## config.mk

```make
export PLATFORM = sky130hd
export DESIGN_NAME = vend_core
export DESIGN_NICKNAME = d
export VERILOG_FILES = /design/src/rtl/vend_core.sv
export SDC_FILE = /design/constraint.sdc
export NUM_CORES = 1
export LEC_CHECK = 0
export CAP_MARGIN = 20
export CORE_MARGIN = 4
export CORE_UTILIZATION = 39
export CTS_BUF_LIST = sky130_fd_sc_hd__clkbuf_4
export CTS_CLUSTER_DIAMETER = 30
export CTS_CLUSTER_SIZE = 16
export DETAILED_ROUTE_END_ITERATION = 8
export DONT_BUFFER_PORTS = 1
export PLACE_DENSITY = 0.51
export SLEW_MARGIN = 20
export SYNTH_ARGS = -nofsm -noshare
export SYNTH_HDL_FRONTEND = slang
export SYNTH_SLANG_ARGS = --single-unit
```

## constraint.sdc

```tcl
create_clock -name clk -period 7.1 [get_ports clk]
set_clock_uncertainty 0.1 [all_clocks]
set_input_delay 1.42 -clock clk [delete_from_list [all_inputs] [get_ports clk]]
set_output_delay 1.42 -clock clk [all_outputs]
set_load 0.01 [all_outputs]
```

## src/rtl/vend_core.sv

```systemverilog
// vend_core: vending-machine transaction core tracking credit, holding vend/short/refund indications, counting sales
module vend_core #(
    parameter int                           N_ITEMS    = 2,
    parameter int                           N_COINS    = 3,
    parameter int                           CREDIT_W   = 12,
    parameter logic [N_ITEMS*CREDIT_W-1:0]  PRICES     = {12'd25, 12'd15},
    parameter logic [N_COINS*CREDIT_W-1:0]  COIN_VALS  = {12'd50, 12'd10, 12'd5},
    parameter int                           MAX_CREDIT = 999,
    parameter int                           HOLD_CYC   = 120_000_000,
    parameter int                           SOLD_W     = 6
) (
    input  logic                        clk,
    input  logic                        reset,
    input  logic [N_COINS-1:0]          coin_stb,
    input  logic [N_ITEMS-1:0]          buy_stb,
    input  logic                        refund_stb,
    output logic [CREDIT_W-1:0]         credit,
    output logic                        out_take,
    output logic [N_ITEMS-1:0]          vend_item,
    output logic                        out_less,
    output logic                        out_money,
    output logic [CREDIT_W-1:0]         change_amt,
    output logic                        coin_reject,
    output logic [N_ITEMS*SOLD_W-1:0]   sold_cnt
);
    localparam int                  TW        = $clog2(HOLD_CYC + 1);
    localparam logic [TW-1:0]       HOLD_LAST = TW'(HOLD_CYC - 1);
    localparam logic [CREDIT_W:0]   MAX_C     = (CREDIT_W+1)'(MAX_CREDIT);

    typedef enum logic [1:0] {IDLE, VEND, LESS, REFUND} state_t;

    state_t                     state_q, state_d;
    logic [TW-1:0]              timer_q, timer_d;
    logic [CREDIT_W-1:0]        credit_q, credit_d;
    logic                       take_q, take_d;
    logic [N_ITEMS-1:0]         item_q, item_d;
    logic                       less_q, less_d;
    logic                       money_q, money_d;
    logic [CREDIT_W-1:0]        chg_q, chg_d;
    logic                       rej_q, rej_d;
    logic [N_ITEMS*SOLD_W-1:0]  sold_q, sold_d;

    logic                       coin_hit;
    logic [CREDIT_W-1:0]        coin_val;
    logic [CREDIT_W:0]          coin_sum;
    logic                       coin_ok;
    logic [CREDIT_W-1:0]        credit_c;
    logic [N_ITEMS-1:0]         buy_oh;
    logic [CREDIT_W-1:0]        buy_price;
    logic                       afford;

    assign coin_sum = {1'b0, credit_q} + {1'b0, coin_val};
    assign coin_ok  = coin_hit && (state_q != REFUND) && (coin_sum <= MAX_C);
    assign credit_c = coin_ok ? coin_sum[CREDIT_W-1:0] : credit_q;
    assign buy_oh   = buy_stb & (~buy_stb + N_ITEMS'(1));
    assign afford   = {1'b0, credit_q} >= {1'b0, buy_price};

    // pick the lowest-index coin and the price of the lowest-index requested item
    always_comb begin
        coin_hit  = 1'b0;
        coin_val  = '0;
        buy_price = '0;
        for (int j = N_COINS - 1; j >= 0; j--) begin
            if (coin_stb[j]) begin
                coin_hit = 1'b1;
                coin_val = COIN_VALS[j*CREDIT_W +: CREDIT_W];
            end
        end
        for (int i = N_ITEMS - 1; i >= 0; i--) begin
            if (buy_stb[i]) buy_price = PRICES[i*CREDIT_W +: CREDIT_W];
        end
    end

    // next-state, credit, indicator and sales-counter logic
    always_comb begin
        state_d  = state_q;
        timer_d  = '0;
        credit_d = credit_c;
        take_d   = take_q;
        item_d   = item_q;
        less_d   = less_q;
        money_d  = money_q;
        chg_d    = chg_q;
        rej_d    = coin_hit && !coin_ok;
        sold_d   = sold_q;
        if (state_q == IDLE) begin
            if (refund_stb && credit_q != '0) begin
                chg_d    = credit_q;
                credit_d = coin_ok ? coin_val : '0;
                money_d  = 1'b1;
                state_d  = REFUND;
            end else if (buy_stb != '0) begin
                if (afford) begin
                    credit_d = CREDIT_W'({1'b0, credit_c} - {1'b0, buy_price});
                    take_d   = 1'b1;
                    item_d   = buy_oh;
                    state_d  = VEND;
                    for (int i = 0; i < N_ITEMS; i++) begin
                        if (buy_oh[i] && sold_q[i*SOLD_W +: SOLD_W] != '1)
                            sold_d[i*SOLD_W +: SOLD_W] = sold_q[i*SOLD_W +: SOLD_W] + SOLD_W'(1);
                    end
                end else begin
                    less_d  = 1'b1;
                    state_d = LESS;
                end
            end
        end else if (timer_q == HOLD_LAST) begin
            state_d = IDLE;
            take_d  = 1'b0;
            item_d  = '0;
            less_d  = 1'b0;
            money_d = 1'b0;
            chg_d   = '0;
        end else begin
            timer_d = timer_q + TW'(1);
        end
    end

    // state and output registers, cleared immediately by reset
    always_ff @(posedge clk or posedge reset) begin
        if (reset) begin
            state_q  <= IDLE;
            timer_q  <= '0;
            credit_q <= '0;
            take_q   <= 1'b0;
            item_q   <= '0;
            less_q   <= 1'b0;
            money_q  <= 1'b0;
            chg_q    <= '0;
            rej_q    <= 1'b0;
            sold_q   <= '0;
        end else begin
            state_q  <= state_d;
            timer_q  <= timer_d;
            credit_q <= credit_d;
            take_q   <= take_d;
            item_q   <= item_d;
            less_q   <= less_d;
            money_q  <= money_d;
            chg_q    <= chg_d;
            rej_q    <= rej_d;
            sold_q   <= sold_d;
        end
    end

    assign credit      = credit_q;
    assign out_take    = take_q;
    assign vend_item   = item_q;
    assign out_less    = less_q;
    assign out_money   = money_q;
    assign change_amt  = chg_q;
    assign coin_reject = rej_q;
    assign sold_cnt    = sold_q;
endmodule

```

==> flow_summary.json <==
{
  "io_buffer_count": 0,
  "wl_per_cell_um": 17.7,
  "n_antenna_cell": 0,
  "cts_tree": "built",
  "crit_path_start": "coin_stb[0]",
  "yosys.cell_types.count": 65,
  "path_clk_slew_ns": 0.13,
  "synthFlopType": "dfrtp_1",
  "synth_top_area_share_pct": 40.2,
  "grt_pass1_wl_mm": 18.0,
  "fmax_mhz": 166,
  "worstHoldStart": "timer_q[0]",
  "antenna_found_initial": 0,
  "final-hold-violation-count": 0,
  "overflow": 0,
  "synth_area_leaders": "dfrtp_1 (40%), ha_1 (5.4%), nor2_1 (5.2%)",
  "gp_congestion": 0.862,
  "drive_gt1_share_pct": 9.24,
  "crit_path_start_kind": "primary input",
  "cts_resized": 0,
  "synth_area_um2": 4420,
  "ys_seq_area_share_pct": 40.2,
  "path_buf_inv": 1,
  "die_area_um2": 13100,
  "finalInstanceArea_um2": 4670,
  "drtIter0Drc": 272,
  "cellPowerDensity_nw_per_um2": 159,
  "arrival_ns": 6.31,
  "end_kind": "register",
  "finalSetupViolCount": 0,
  "synth.avg_cell_area_um2": 9.34,
  "fill_cells": 1079,
  "cp.required_ns": 7.39,
  "grt_pass1_vias": 3413,
  "hold_class": "reg -> reg",
  "crit_type": "in -> reg",
  "drv_slew": 0,
  "grtUsageTotal_pct": 17.5,
  "pwr-share-clk_pct": 35.6,
  "cp_slowest_cell": "or4_1",
  "clk_path_buf_depth": 2,
  "status": "finished clean",
  "yosys.area.top_type": "dfrtp_1",
  "synth_edf_count": 0,
  "drc": 0,
  "critical_path.max_stage_delay_ns": 0.51,
  "drtAntennaViolNets": 0,
  "crit_chain": "nor3b_1 > ha_1 > a21oi_2 > o2111ai_1 > o31a_1 > a21oi_1 > o21a_1 > mux2_2 > inv_1 > ha_1 > nor2b_1 > o21ai_0 > a21boi_0 > o21a_1 > nor4b_1 > o211ai_2 > or4_1 > nand3_1",
  "detailedRoute.firstPassIterationCount": 5,
  "cts_made_buffers": 9,
  "wirelength_mm": 10.9,
  "critPathMaxFanout": 9,
  "placed_area_um2": 4530,
  "slew_headroom_pct": 38.4,
  "start_util_pct": 40.2,
  "clkLatencyLatePin_ns": 0.45,
  "async_reset_ff_share_pct": 100,
  "period_share_pct": 84.8,
  "seq_area_um2": 1780,
  "netlist_instances": 473,
  "comb_power_share_pct": 9.5,
  "crit_family": "compound AO/OA/AOI/OAI gates",
  "cts_setup_buffers": 0,
  "vias_per_cell": 5.67,
  "multiInputGateArea_um2": 2490,
  "std_cell_rows": 38,
  "clock-root-buffer": "clkbuf_4",
  "worst_slew_pin_slew_ns": 0.923,
  "clock-sinks": 71,
  "grt_setup_unrepaired": "false",
  "p_leak_nw": 2.04,
  "postCtsHoldBufs": 0,
  "fin_nets": 500,
  "coreArea_um2": 11000,
  "final.setup.tns_ns": 0,
  "ys.warnings.count": 0,
  "swShare_pct": 27.3,
  "hpwlAfterDp_mm": 7.86,
  "min_period_ns": 6.02,
  "route.vias.total": 3493,
  "die_h_um": 114,
  "p_sw_w": 0.000203,
  "die_w_um": 114,
  "r2r-start": "credit[1]",
  "synthToLayoutAreaGrowth_pct": 5.69,
  "htree_levels": 3,
  "grt_max_degree": 72,
  "ys_ff_latch": 71,
  "drv_cap": 0,
  "p_int_w": 0.000540,
  "power.share.sequential_pct": 54.9,
  "syn_nets": 502,
  "vdd_drop_max_v": 0.0000972,
  "pin_count": 50
}
==> power by group through the flow <==
stage                     combinational, W  clock [W]  sequential [W]
after floorplan                  0.0000563          0        0.000414
after global placement           0.0000699          0        0.000415
after detailed placement         0.0000701          0        0.000415
after CTS                        0.0000707   0.000275        0.000408
after global routing             0.0000793   0.000297        0.000408
final                            0.0000706   0.000265        0.000408
==> cell families after synthesis <==
logic type / Yosys count / synth area share, %
compound gates: 104 / 17.6
xor+xnor: 43 / 8.52
fa+ha+maj: 21 / 6.29
buf+inv: 36 / 3.57
flops: 71 / 40.2
mux: 11 / 2.72
simple gates: 187 / 21.1
==> placed cells by master (no fill, tap or decap), types with 11 or more instances in the layout <==
master / Yosys / final
dfrtp_1: 71 / 71
ha_1: 19 / 19
inv_1: 21 / 20
nand2_1: 39 / 39
nand3_1: 20 / 20
nand4_1: 11 / 11
nor2_1: 61 / 61
o21ai_0: 21 / 21
xnor2_1: 20 / 20
xor2_1: 23 / 23
==> cells in the mapped netlist, drive strengths merged (3+ instances only) <==
library cell / n
clkbuf: 10
nand2: 39
or3: 4
and2: 3
o22ai: 3
nor4b: 3
buf: 5
a211oi: 6
o31ai: 3
a21boi: 4
and4b: 3
o31a: 3
nor2b: 4
a21oi: 13
nand3: 20
or2: 4
mux2i: 3
xor2: 23
a21o: 3
nor2: 61
o211ai: 5
a221o: 3
inv: 21
nor4: 4
and4: 4
nor3: 9
nand2b: 3
a22oi: 6
o21ai: 25
mux2: 8
ha: 19
nand4: 11
and3: 7
a22o: 7
dfrtp: 71
o21a: 8
xnor2: 20
==> final timing paths <==
| path | end | depth (start not counted) | slack [ns] |
|---|---|---|---|
| min in group asynchronous | timer_q[3] | 2 | 1.04 |
| max in group asynchronous | out_money | 2 | 5.28 |
| worst max register to register | credit[9] | 18 | 1.76 |
| worst min register to register | timer_q[0] | 1 | 0.41 |
| worst min-delay path | timer_q[0] | 1 | 0.41 |
| worst max-delay path | credit[9] | 18 | 1.08 |
==> metal layers <==
layer | global-route usage, % | share of wire (%)
met5 | 0 | 0
met1 | 23.9 | 47
met2 | 26.2 | 45
met4 | 6.41 | 2.3
met3 | 5.44 | 5.9
==> metrics by stage <==
stage | hold WS, ns | util, % | power (W) | std cells | worst slack [ns]
after floorplan | 0.355 | - | 0.000471 | 473 | 1.35
after global placement | 0.386 | 41.3 | 0.000485 | 600 | 0.860
after detailed placement | 0.399 | 41.3 | 0.000486 | 600 | 0.704
after CTS | 0.416 | 42.5 | 0.000754 | 616 | 1.15
after global routing | 0.453 | 42.5 | 0.000785 | 616 | 0.693
final | 0.409 | 42.5 | 0.000743 | 616 | 1.08
==> cell type report <==
cell class                      count  area share, %
Multi-Input combinational cell    366           53.3
Sequential cell                    71           38.0
Tap cell                          140           3.75
Inverter                           21           1.69
Clock buffer                       10           1.61
Clock inverter                      6           1.31
Timing Repair Buffer                2          0.321
==> sequential cells by signal (all words and copies together) (netlist names) <==
| signal | count |
|---|---|
| out_less | 1 |
| out_take | 1 |
| timer_q | 27 |
| change_amt | 12 |
| state_q | 2 |
| coin_reject | 1 |
| out_money | 1 |
| sold_cnt | 12 |
| credit | 12 |
| vend_item | 2 |
(Power assumes the default switching activity.)
